===== src/rtl/mvb_frame_stim.sv =====
// MVB frame traffic generator: periodic start ticks, strobed FIFO writes of a
// selectable pattern, send request, and completion/timeout/overrun tracking.
module mvb_frame_stim #(
    parameter int unsigned         DATA_W    = 16,
    parameter int unsigned         MAX_WORDS = 32,
    parameter int unsigned         CNT_W     = $clog2(MAX_WORDS + 1),
    parameter int unsigned         PERIOD    = 25000,
    parameter int unsigned         STRB_DIV  = 8,
    parameter int unsigned         SEND_CYC  = 30,
    parameter int unsigned         TIMEOUT   = 4096,
    parameter logic [DATA_W-1:0]   SEED      = DATA_W'(16'h7EC3),
    parameter logic [DATA_W-1:0]   POLY      = DATA_W'(16'hB400)
) (
    input  logic              clk,
    input  logic              rst,
    input  logic              enable,
    input  logic [1:0]        mode,
    input  logic [CNT_W-1:0]  word_count,
    input  logic              master_sel,
    input  logic              frame_over,
    output logic [DATA_W-1:0] fifo_data,
    output logic              fifo_write_en,
    output logic [6:0]        frame_length,
    output logic              M_frame,
    output logic              S_frame,
    output logic              send_frame,
    output logic              busy,
    output logic [15:0]       frame_cnt,
    output logic [7:0]        overrun_cnt,
    output logic              timeout_err
);

    localparam int unsigned TMAX_A = (SEND_CYC > STRB_DIV) ? SEND_CYC : STRB_DIV;
    localparam int unsigned TMAX   = (TIMEOUT > TMAX_A) ? TIMEOUT : TMAX_A;
    localparam int unsigned TW     = $clog2(TMAX + 1);
    localparam int unsigned PW     = (PERIOD > 1) ? $clog2(PERIOD) : 1;

    typedef enum logic [1:0] {StIdle, StLoad, StSend, StWaitDone} state_t;

    state_t            state_q;
    logic [PW-1:0]     pcnt_q;
    logic [TW-1:0]     tmr_q;
    logic [CNT_W-1:0]  left_q;
    logic [DATA_W-1:0] pat_q;
    logic [1:0]        mode_q;
    logic              we_q;
    logic              send_q;
    logic              tick;
    logic [CNT_W-1:0]  wc_clamped;
    logic [DATA_W-1:0] pat_init;

    function automatic logic [DATA_W-1:0] advance(input logic [1:0] m,
                                                  input logic [DATA_W-1:0] p);
        case (m)
            2'd0:    return p + DATA_W'(1);
            2'd1:    return p;
            2'd2:    return (p >> 1) ^ (p[0] ? POLY : '0);
            default: return {p[DATA_W-2:0], p[DATA_W-1]};
        endcase
    endfunction

    assign tick       = enable && (pcnt_q == PW'(PERIOD - 1));
    assign wc_clamped = (word_count > CNT_W'(MAX_WORDS)) ? CNT_W'(MAX_WORDS) : word_count;

    // Walking-one always starts at 1; an all-zero LFSR seed would lock up.
    always_comb begin
        pat_init = SEED;
        if (mode == 2'd3) begin
            pat_init = DATA_W'(1);
        end else if (mode == 2'd2 && SEED == '0) begin
            pat_init = DATA_W'(1);
        end
    end

    assign fifo_write_en = we_q & enable;
    assign send_frame    = send_q & enable;

    always_ff @(posedge clk or negedge rst) begin
        if (!rst) begin
            state_q      <= StIdle;
            pcnt_q       <= '0;
            tmr_q        <= '0;
            left_q       <= '0;
            pat_q        <= SEED;
            mode_q       <= 2'd0;
            we_q         <= 1'b0;
            send_q       <= 1'b0;
            fifo_data    <= SEED;
            frame_length <= '0;
            M_frame      <= 1'b0;
            S_frame      <= 1'b1;
            busy         <= 1'b0;
            frame_cnt    <= '0;
            overrun_cnt  <= '0;
            timeout_err  <= 1'b0;
        end else begin
            we_q   <= 1'b0;
            pcnt_q <= (!enable || tick) ? '0 : pcnt_q + PW'(1);
            if (tick && state_q != StIdle && overrun_cnt != 8'hFF) begin
                overrun_cnt <= overrun_cnt + 8'd1;
            end
            if (!enable) begin
                state_q <= StIdle;
                busy    <= 1'b0;
                send_q  <= 1'b0;
            end else begin
                case (state_q)
                    StIdle: begin
                        if (tick && word_count != '0) begin
                            state_q      <= StLoad;
                            busy         <= 1'b1;
                            left_q       <= wc_clamped;
                            frame_length <= 7'(wc_clamped);
                            mode_q       <= mode;
                            M_frame      <= master_sel;
                            S_frame      <= ~master_sel;
                            pat_q        <= pat_init;
                            tmr_q        <= '0;
                        end
                    end
                    StLoad: begin
                        if (tmr_q == TW'(STRB_DIV - 1)) begin
                            tmr_q <= '0;
                            if (left_q == '0) begin
                                state_q <= StSend;
                                send_q  <= 1'b1;
                            end
                        end else begin
                            tmr_q <= tmr_q + TW'(1);
                        end
                        // Register the write one cycle early so the strobe lands on STRB_DIV-1.
                        if (tmr_q == TW'(STRB_DIV - 2) && left_q != '0) begin
                            we_q      <= 1'b1;
                            fifo_data <= pat_q;
                            pat_q     <= advance(mode_q, pat_q);
                            left_q    <= left_q - CNT_W'(1);
                        end
                    end
                    StSend: begin
                        if (tmr_q == TW'(SEND_CYC - 1)) begin
                            state_q <= StWaitDone;
                            send_q  <= 1'b0;
                            tmr_q   <= '0;
                        end else begin
                            tmr_q <= tmr_q + TW'(1);
                        end
                    end
                    default: begin
                        if (frame_over) begin
                            frame_cnt <= frame_cnt + 16'd1;
                            state_q   <= StIdle;
                            busy      <= 1'b0;
                        end else if (tmr_q == TW'(TIMEOUT - 1)) begin
                            timeout_err <= 1'b1;
                            state_q     <= StIdle;
                            busy        <= 1'b0;
                        end else begin
                            tmr_q <= tmr_q + TW'(1);
                        end
                    end
                endcase
            end
        end
    end

endmodule

===== config.mk =====
export PLATFORM = sky130hd
export DESIGN_NAME = mvb_frame_stim
export DESIGN_NICKNAME = d
export VERILOG_FILES = /design/src/rtl/mvb_frame_stim.sv
export SDC_FILE = /design/constraint.sdc
export NUM_CORES = 1
export LEC_CHECK = 0
export CAP_MARGIN = 20
export CORE_MARGIN = 4
export CORE_UTILIZATION = 51
export DETAILED_ROUTE_END_ITERATION = 8
export GPL_ROUTABILITY_DRIVEN = 0
export PLACE_DENSITY = 0.76
export RECOVER_POWER = 25
export SETUP_SLACK_MARGIN = 0.3
export SYNTH_ARGS = -nofsm -noshare
export SYNTH_HDL_FRONTEND = slang
export SYNTH_SLANG_ARGS = --single-unit

===== constraint.sdc =====
create_clock -name clk -period 2.4 [get_ports clk]
set_input_delay 0.36 -clock clk [delete_from_list [all_inputs] [get_ports clk]]
set_output_delay 0.36 -clock clk [all_outputs]
set_load 0.02 [all_outputs]

Word-level counts from Yosys, hierarchy flattened
Cells that the tools add are included.

word-level totals
  flip-flop bits (word level) = 106
  bits of input ports = 13
  output and inout bits = 53
  word-level logic and storage cells = 117

operators by class
  $add $sub $neg = 6
  magnitude comparators = 1
  equality and inequality tests = 24
  mux-type cells = 38
  bitwise gates (word level) = 6
  reductions and logical operators = 26

operators with widths
  cell                                                                      count
  13-bit 2-to-1 mux                                                         5
  16-bit 2-to-1 mux                                                         3
  16-bit case mux with 3 select lines                                       1
  13-bit case mux with 3 select lines                                       1
  16-bit by 1-bit adder with 16-bit output (second input constant)          2
  16-bit case mux with 2 select lines                                       1
  15-bit 2-to-1 mux                                                         2
  13-bit by 3-bit == test with 1-bit output (second input constant)         2
  6-bit 2-to-1 mux                                                          3
  4-bit AND reduction                                                       4
  15-bit by 16-bit XOR with 16-bit output                                   1
  15-bit by 1-bit adder with 15-bit output (second input constant)          1
  15-bit == test (second input constant)                                    1
  2-bit 2-to-1 mux                                                          7
  13-bit by 1-bit adder with 13-bit output (second input constant)          1
  13-bit by 12-bit == test with 1-bit output (second input constant)        1
  13-bit by 5-bit == test with 1-bit output (second input constant)         1
  3-bit inequality test (second input constant)                             4
  4-bit by 1-bit inequality test with 1-bit output (second input constant)  3
  6-bit case mux with 2 select lines                                        1
  3-bit AND reduction                                                       4
  6-bit nonzero test                                                        2
  1-bit 2-to-1 mux                                                          11
  5-bit AND reduction                                                       2
  other kinds (21)                                                          37

Longest topological paths before layout
Gate-level depths: netlist of run 1.

  depth after elaboration = 6
  gate-level depth with buffers = 9
  depth with buffers taken out = 7

Worst setup path after synthesis of run 1
OpenSTA, ideal clock, no wires.

  path kind = flip-flop to flip-flop
  start = register tmr_q[5]
  end = register pat_q[2]
  setup time = 0.127 ns
  arrival = 2.264 ns
  required time = 2.273 ns
  path slack = 0.009 ns
  stages on the path, launching flop included = 7
  buffers on the path = 1
  period minus slack after synthesis = 2.391 ns
  cell sequence = dfrtp_1 or4b_1 or3_4 o31ai_4 and2_1 buf_4 mux2_1

between the ends
  longest elaborated chain between the ends = 4

RTL lines
  item                                       line  source
  start, declared                            42    logic [TW-1:0] tmr_q;
  start signal, assigned                     129   tmr_q <= tmr_q + TW'(1);
  start signal, assigned                     145   tmr_q <= tmr_q + TW'(1);
  start signal, assigned                     158   tmr_q <= tmr_q + TW'(1);
  13-bit by 3-bit == test with 1-bit output  132   if (tmr_q == TW'(STRB_DIV - 2) && left_q != '0) begin
  1-bit logical AND                          132
  2-bit inequality test (no source line)     n/a
  5-bit AND reduction (no source line)       n/a
  end signal, assigned                       117   pat_q <= pat_init;
  end signal, assigned                       135   pat_q <= advance(mode_q, pat_q);
  end, declared                              44    logic [DATA_W-1:0] pat_q;

Every way passes these cells.
A chain may end at the register's enable or synchronous reset.

Worst setup path in the final report of run 1
  start = register tmr_q[6]
  end = register left_q[1]

between the ends
  longest elaborated chain between the ends = 4

RTL lines
  item                                       line  source
  13-bit by 3-bit == test with 1-bit output  132
  1-bit logical AND                          132
  2-bit inequality test (no source line)     n/a
  4-bit AND reduction (no source line)       n/a
  end signal, assigned                       112   left_q <= wc_clamped;
  end signal, assigned                       136   left_q <= left_q - CNT_W'(1);
  end, declared                              43    logic [CNT_W-1:0] left_q;

Every way passes these cells.

==> results.cfg, run 1 <==
[cells_and_area]
drive_gt1_frac = 0.222
syn_to_final_growth_pct = 29.3
fin_cells = 869
fin_util = 0.676
layout.nets = 748
diodes = 0

[yosys]
syn_nets = 638
yosysWarnings = 0
synth_edf_count = 0
async_flop_share = 1.00
synth_cells = 611
syn_avg_cell_area_sq_um = 9.78
yosys.cell_types.count = 69
ys.flop_type = dfrtp_1
ys_seq_elements = 106
synth-seq-area-share = 0.448
synthesis.area_sq_um = 5970

[timing]
setup_tns_ns = 0
relSlewSlack = 0.377
grt_setup_unrepaired = yes
setup_viol = 0
finalHoldViolations = 0
tightest_slew_ns = 0.935
fmax_ghz = 0.421
final_max_slew_viol_count = 0
fin_crit_sh = 0.990
whs_ns = 0.481
worst_clock_skew_ns = 0.0123
finalCriticalPeriod_ns = 2.37

[detailed_routing]
first_pass_iters = 5
post_drt_wl_per_cell_um = 17.7
routed_wl_mm = 15.4
post_drt_via_cell_ratio = 6.07
postRouteAntennaNets = 0
drc_errors = 0
dr.first_iter.drc_count = 382
dr_total_vias = 5276

[pwr]
peakVddDrop_mv = 0.581
power-per-cell-area_nw_per_um2 = 449
combPwrFrac = 0.033
switching_share = 0.221
clockPowerShare = 0.448
p_int_w = 0.00270
switchingPower_w = 0.000767
p_leak_nw = 3.32
seqPwrFrac = 0.518

[global_routing]
grt_util_all_layers = 0.235
grt_overflow = 0
grt_pass1_vias = 5257
grt_max_degree = 36
antenna_found_initial = 0
grt_pass1_wl_mm = 25.4

[clock_network]
cts_made_buffers = 9
path_clk_slew_ns = 0.08
root_buffer = clkbuf_16
ctsHtreeMaxLevel = 3
cts.sinks = 106
clockBufferDepth = 2
cts_tree = yes
clk_latency_ns = 0.36

[setup_path]
crit_required_ns = 2.65
crit_path_start_kind = flop
critical_path_class = reg -> reg
critPathCaptureType = flop
worstReg2RegEnd = left_q[1]
rrSetupSlack_ns = 0.03
cp.arrival_ns = 2.62
r2r_cells = 5
critPathMaxFanout = 4
rr_startpoint = tmr_q[6]

[worst_hold_path]
hold-path-cell-count = 1
hold_class = reg -> reg
min_to = frame_cnt[15]
hold_start = frame_cnt[15]

[die]
ios = 66
initial_core_util = 0.523
die_x_um = 116
die_area_sq_um = 13500
core_sq_um = 11400
die_height_um = 116
rows = 39

[placement]
hpwlAfterDp_mm = 10.6
port_buffers = 64
placed_cells = 846

[status]
outcome = finished, final reports clean

[job]
drv_cap = 0
[area by class of cell]
cell class                 instances  area, sq um
fill                             877         3700
multi-input combinational        456         3330
sequential                       106         2680
timing repair buffer             126         1130
clock buffer                      11          253
tap                              143          179
inverter                          22         82.6
clock inverter                     5         62.6
[timing repair]
item                                    CTS  global route
endpoints found under the hold margin    30             0
gates cloned                              1             0
hold buffers                              1             0
pin swaps                                 5             4
buffers inserted                          5             0
gates resized for setup                  23            19
endpoints found under the setup margin   56            54
[placed cells by master, fill, tap and decap left out, types with 20 or more instances in the layout]
master	instances
nand2_1	67
inv_1	22
clkdlybuf4s50_1	61
nor2_1	43
nand3_1	26
dfstp_2	21
dfrtp_1	85
xnor2_1	21
buf_4	47
o21ai_0	20
[synthesized netlist by cell type (8+ instances only)]
library cell  number  area (sq um)
a21oi_1           16          80.1
a31oi_1           17           106
and3_1            18           113
clkbuf_1          20          75.1
dfrtp_1           85          2130
dfstp_2           21           552
ha_1              14           175
inv_1             22          82.6
mux2_1            10           113
mux2_4            10           150
mux2i_1            9          90.1
nand2_1           68           255
nand2b_1           8          50.1
nand3_1           29           145
nand4_1           12          75.1
nor2_1            44           165
nor3_1            15          75.1
nor4_1             9          56.3
o211ai_1          12          90.1
o21ai_0           20           100
or3_1              9          56.3
xnor2_1           21           184
xor2_1            16           140
[per-layer routing]
layer  routed length (um)  track usage  vias up
li1                     -            -     2455
met1                 6390        0.306     2594
met2                 7700        0.384      184
met3                  926       0.0575       43
met4                  385       0.0843        0
met5                    0            0        -
[logic make-up (layout without fill, tap and decap cells)]
group,count (synthesis),count (layout),share of synthesized area
AO/OA/AOI/OAI,121,121,0.149
AND/OR/NAND/NOR,251,252,0.219
adder cells (fa/ha/maj),14,14,0.0293
flip-flops,106,106,0.448
other,1,1,0.000628
XOR/XNOR,37,37,0.0542
buffers and inverters,50,164,0.0366
multiplexers,31,31,0.0628
[critical path: stages, from the launching register on]
cell,delay [ns]
dfrtp_1,0.38
or4b_4,0.59
or3_4,0.43
or3_4,0.38
o22ai_4,0.14
mux2_1,0.34
[power groups by stage]
stage	logic [W]	registers, W	clock network [W]
after floorplan	0.0000331	0.00183	0
after global placement	0.000108	0.00183	0
after detailed placement	0.000111	0.00183	0
after CTS	0.000118	0.00180	0.00158
after global routing	0.000130	0.00180	0.00165
final	0.000115	0.00180	0.00155
[state kept, by name (all words and copies together) (netlist names)]
register and count:
fifo_data 16, S_frame 1, busy 1, frame_cnt 16, pat_q 16, send_q 1, overrun_cnt 8, M_frame 1
mode_q 2, we_q 1, tmr_q 13, state_q 2, left_q 6, frame_length 6, pcnt_q 15, timeout_err 1
[worst max path at each step]
stage                    from         to  slack [ns]
finish               tmr_q[6]  left_q[1]        0.03
detailed placement     enable   tmr_q[9]       -0.03
floorplan            tmr_q[7]  left_q[0]        0.06
CTS                 tmr_q[11]  left_q[1]        0.04
global route         tmr_q[7]  left_q[0]      -0.009
global placement       enable   tmr_q[6]        0.01
[per-stage QoR]
stage	setup WS, ns	instance area, sq um	power [W]
after floorplan	0.0615	6040	0.00186
after global placement	0.0119	7140	0.00194
after detailed placement	-0.0258	7140	0.00194
after CTS	0.0433	7620	0.00349
after global routing	-0.00895	7720	0.00358
final	0.0251	7720	0.00347
Note: power is estimated with default switching activity, not from simulation.
==> inputs of run 2 (changes only) <==
Settings changed: CORE_ASPECT_RATIO set to 0.9, REMOVE_ABC_BUFFERS set to 1.
==> run 2 against run 1 <==
The run now ends with negative setup slack left; sequential share of layout area is 0.54 points lower; combinational power shrank 9%; maximum frequency down 2.7%; total power shrank 4.2%; worst setup slack got worse by 0.065 ns; utilization grew 0.98 points; critical path type unchanged.
==> results.cfg, run 2 (same netlist as run 1, synthesis figures left out) <==
[detailed_routing]
post_drt_via_cell_ratio = 5.98
dr_total_vias = 5361
first_pass_iters = 5
drc_errors = 0
post_drt_wl_per_cell_um = 17.6
dr.first_iter.drc_count = 470
routed_wl_mm = 15.8
postRouteAntennaNets = 0

[setup_path]
critPathMaxFanout = 4
cp.arrival_ns = 2.67
rr_startpoint = tmr_q[8]
endpoint = left_q[3]
crit_required_ns = 2.63
worstReg2RegEnd = left_q[3]
crit_path_start_kind = flop
rrSetupSlack_ns = -0.04
r2r_cells = 6
critical_path_class = reg -> reg
setup.worst_path.start = tmr_q[8]
critPathCaptureType = flop

[pwr]
p_leak_nw = 3.39
p_int_w = 0.00254
power-per-cell-area_nw_per_um2 = 423
peakVddDrop_mv = 0.327
switching_share = 0.234
combPwrFrac = 0.032
switchingPower_w = 0.000776
seqPwrFrac = 0.541
clockPowerShare = 0.427
p_total_w = 0.00332

[global_routing]
grt_util_all_layers = 0.232
grt_pass1_wl_mm = 25.7
grt_overflow = 0
grt_pass1_vias = 5235
antenna_found_initial = 0
grt_max_degree = 42

[cells_and_area]
num-fill-cells = 860
fin_cells = 896
diodes = 0
layout.nets = 762
regArea_sq_um = 2680
final_cell_mix = 85 x dfrtp_1, 68 x nand2_1, 61 x clkdlybuf4s50_1, 58 x buf_4, 43 x nor2_1
fin_util = 0.686
multi_input_area_sq_um = 3310
drive_gt1_frac = 0.242
reg_top3 = fifo_data (16), frame_cnt (16), pat_q (16)
layout_commonest_cell = dfrtp_1
syn_to_final_growth_pct = 31.3

[die]
core_sq_um = 11400
initial_core_util = 0.522
rows = 37
die_height_um = 111
die_area_sq_um = 13500
die_x_um = 122
ios = 66

[worst_hold_path]
hold_class = reg -> reg
hold-path-cell-count = 2

[timing]
grt_setup_unrepaired = yes
relSlewSlack = 0.402
final_max_slew_viol_count = 0
finalHoldViolations = 0
layout_setup_ws_ns = -0.0402
fin_crit_sh = 1.02
whs_ns = 0.476
fmax_ghz = 0.410
tightest_slew_ns = 0.896
finalCriticalPeriod_ns = 2.44
setup_viol = 1
worst_clock_skew_ns = 0.0106

[status]
outcome = finished, violations left
violations = negative setup slack

[placement]
hpwlAfterDp_mm = 10.7
port_buffers = 64
post-place-ws_ns = -0.0235
placed_cells = 865

[clock_network]
cts_tree = yes
path_clk_slew_ns = 0.08
root_buffer = clkbuf_16
cts.sinks = 106
cts_made_buffers = 9
clk_latency_ns = 0.36
ctsHtreeMaxLevel = 3
clockBufferDepth = 2

[job]
drv_cap = 0
==> run 2: cell types whose count changed in the layout (fill, tap and decap cells not counted), moves of 5 or more <==
cell	before	now
a31oi_1	12	17
a31oi_4	5	0
and3_1	18	13
and3_4	0	5
buf_4	47	58
buf_6	8	13
==> run 2: power by group through the flow <==
| stage | logic [W] | registers, W | clock network (W) |
|---|---|---|---|
| after floorplan | 0.0000272 | 0.00183 | 0 |
| final | 0.000105 | 0.00180 | 0.00142 |
| after detailed placement | 0.000110 | 0.00183 | 0 |
| after CTS | 0.000112 | 0.00180 | 0.00144 |
| after global placement | 0.000108 | 0.00183 | 0 |
| after global routing | 0.000119 | 0.00180 | 0.00152 |
==> run 2: cell type report <==
| cell class | count | share of cell area |
|---|---|---|
| Timing Repair Buffer | 141 | 0.166 |
| Sequential cell | 106 | 0.341 |
| Clock inverter | 6 | 0.00654 |
| Clock buffer | 10 | 0.0292 |
| Tap cell | 156 | 0.0249 |
| Multi-Input combinational cell | 455 | 0.422 |
| Inverter | 22 | 0.0105 |
==> run 2: stage by stage <==
stage          area [sq um]  TNS (ns)
4_1_cts                7720         0
5_1_grt                7850    -0.328
3_3_place_gp           7170         0
6_report               7850   -0.0402
2_1_floorplan          5840     -1.58
3_5_place_dp           7170   -0.0788
==> run 2: what timing repair did <==
action | in CTS | in global routing
gates cloned | 1 | 0
endpoints found under the setup margin | 56 | 60
pin swaps | 21 | 8
gates resized for setup | 37 | 24
endpoints found under the hold margin | 20 | 0
buffers inserted | 8 | 5
hold buffers | 1 | 0
==> run 2: how the worst min path moves through the flow <==
| stage | start | end | slack, ns |
|---|---|---|---|
| 2_1_floorplan | rst | M_frame | 0.06 |
| 3_3_place_gp | rst | frame_cnt[15] | 0.33 |
| 3_5_place_dp | rst | frame_cnt[15] | 0.33 |
| 4_1_cts | M_frame | M_frame | 0.48 |
| 5_1_grt | timeout_err | timeout_err | 0.50 |
| 6_report | M_frame | M_frame | 0.48 |
==> run 2: metal layers <==
layer  share of wire  GRT usage  up-vias
li1                -          -     2490
met4           0.015     0.0694        0
met3           0.069     0.0582       33
met1            0.42      0.314     2626
met5               0          0        -
met2            0.50      0.370      212
==> run 2: critical path, cell delays in order (launching register included) <==
cell and delay [ns]:
dfrtp_1 0.40, or4_4 0.55, or3_4 0.41, or3_4 0.37, buf_6 0.15, nor4b_4 0.34, nor3_2 0.09
==> inputs of run 3 (changes only) <==
Settings changed: CORE_UTILIZATION 51 to 38, CTS_CLUSTER_SIZE set to 30, PLACE_DENSITY 0.76 to unset.
==> run 3 against run 2 <==
The flow still finishes with violations (negative setup slack); critical endpoint is now left_q[1]; highest routed layer unchanged; register-to-register slack better by 0.03 ns; non-clock buffer count down 4; die area up 32%; worst setup slack better by 0.032 ns; hold slack better by 0.0032 ns; global-route usage down 5.4 points.
==> results.cfg, run 3 (same netlist as run 1, synthesis figures left out) <==
[status]
violations = negative setup slack
outcome = finished, violations left

[pwr]
combPwrFrac = 0.034
p_int_w = 0.00256
p_total_w = 0.00336
p_leak_nw = 3.42
clockPowerShare = 0.431
switching_share = 0.237
power-per-cell-area_nw_per_um2 = 422
switchingPower_w = 0.000796
seqPwrFrac = 0.535
peakVddDrop_mv = 0.395

[setup_path]
cpMostUsedCell = or3_4
max_stage_delay_ns = 0.57
cp_slowest_cell = or4b_4
crit_family = simple AND/OR/NAND/NOR gates
crit_buf_inv = 0
critPathCaptureType = flop
cp.arrival_ns = 2.65
critical_path_class = reg -> reg
critPathMaxFanout = 3
cp_cell_sequence = or4b_4 > or3_4 > or3_4 > o22ai_4 > mux2_4
crit_required_ns = 2.64
crit_path_start_kind = flop

[timing]
relSlewSlack = 0.339
finalCriticalPeriod_ns = 2.41
final_max_slew_viol_count = 0
fmax_ghz = 0.415
grt_setup_unrepaired = yes
layout_setup_ws_ns = -0.00842
finalHoldViolations = 0
tightest_slew_ns = 0.991
worst_clock_skew_ns = 0.0112
whs_ns = 0.479
setup_viol = 2
fin_crit_sh = 1.00

[placement]
hpwlAfterDp_mm = 10.6
port_buffers = 64
place_area_sq_um = 7180
post-place-ws_ns = -0.209

[detailed_routing]
dr_wl_met3_um = 865
dr.first_iter.drc_count = 480
drc_errors = 0
first_pass_iters = 5
post_drt_wl_per_cell_um = 16.7
post_drt_via_cell_ratio = 5.60
routed_wl_mm = 15.7
dr_total_vias = 5255
wl_met1_mm = 6.87
highest-signal-layer = met4
postRouteAntennaNets = 0
wl_met2_mm = 7.69

[clock_network]
ctsHtreeMaxLevel = 3
clk_latency_ns = 0.36
cts_tree = yes
cts_made_buffers = 9
clockBufferDepth = 2
cts.sinks = 106
path_clk_slew_ns = 0.07
root_buffer = clkbuf_16

[cells_and_area]
layout.nets = 758
diodes = 0
layout_commonest_cell = dfrtp_1
num-fill-cells = 1331
drive_gt1_frac = 0.230
final_cell_mix = 85 x dfrtp_1, 68 x nand2_1, 61 x clkdlybuf4s50_1, 50 x buf_4, 44 x nor2_1
reg_top3 = fifo_data (16), frame_cnt (16), pat_q (16)
syn_to_final_growth_pct = 33.2
stdcell_area_sq_um = 7960

[worst_hold_path]
hold_class = reg -> reg

[die]
core_sq_um = 15400
die_x_um = 140
die_height_um = 127
rows = 43
die_area_sq_um = 17800
initial_core_util = 0.387
ios = 66

[job]
drv_cap = 0

[global_routing]
grt_overflow = 0
grt_pass1_vias = 5343
grt_pass1_wl_mm = 26.2
grt_max_degree = 42
grt_util_all_layers = 0.178
antenna_found_initial = 0
-- run 3: worst register-to-register path, stage by stage, from the launching register on --
cell and delay (ns):
dfrtp_1 0.39, or4b_4 0.57, or3_4 0.43, or3_4 0.38
o22ai_4 0.20, mux2_4 0.34
-- run 3: repair_timing --
| item | in CTS | in global routing |
|---|---|---|
| endpoints found under the hold margin | 11 | 0 |
| gates resized for setup | 39 | 24 |
| setup buffers | 12 | 4 |
| hold buffers | 1 | 0 |
| cloned | 1 | 0 |
| setup endpoints to repair | 58 | 59 |
| pin swaps | 17 | 16 |
-- run 3: worst paths after layout --
check	depth (start not counted)	end	slack (ns)	start
setup / recovery	5	left_q[1]	-0.008	tmr_q[5]
hold reg to reg	2	frame_length[2]	0.48	frame_length[2]
hold / removal	2	frame_length[2]	0.48	frame_length[2]
min in group asynchronous	2	tmr_q[11]	0.70	rst
setup reg to reg	5	left_q[1]	-0.008	tmr_q[5]
max in group asynchronous	3	pcnt_q[3]	0.53	rst
-- run 3: metrics by stage --
step / instances / TNS (ns) / utilization
after floorplan: 583 / -1.58 / -
after global placement: 904 / -1.62 / 0.465
after detailed placement: 904 / -2.38 / 0.465
after CTS: 934 / 0 / 0.506
after global routing: 938 / -0.386 / 0.515
final: 938 / -0.0107 / 0.515
-- run 3: final cells by class --
type | count | area (sq um) | area share
inverter | 22 | 82.6 | 0.0104
tap | 202 | 253 | 0.0318
clock buffer | 10 | 229 | 0.0288
clock inverter | 6 | 62.6 | 0.00786
multi-input combinational | 455 | 3340 | 0.420
timing repair buffer | 137 | 1310 | 0.164
sequential | 106 | 2680 | 0.337
-- run 3: metal layers --
layer,track usage,vias up
met5,0,-
met4,0.0541,0
met3,0.0418,26
met2,0.298,168
met1,0.231,2591
li1,-,2470
-- run 3: power groups by stage --
stage	combinational, W	clock [W]	sequential, W
5_1_grt	0.000130	0.00157	0.00180
3_5_place_dp	0.000115	0	0.00183
2_1_floorplan	0.0000272	0	0.00183
4_1_cts	0.000119	0.00151	0.00180
3_3_place_gp	0.000113	0	0.00183
6_report	0.000113	0.00145	0.00180
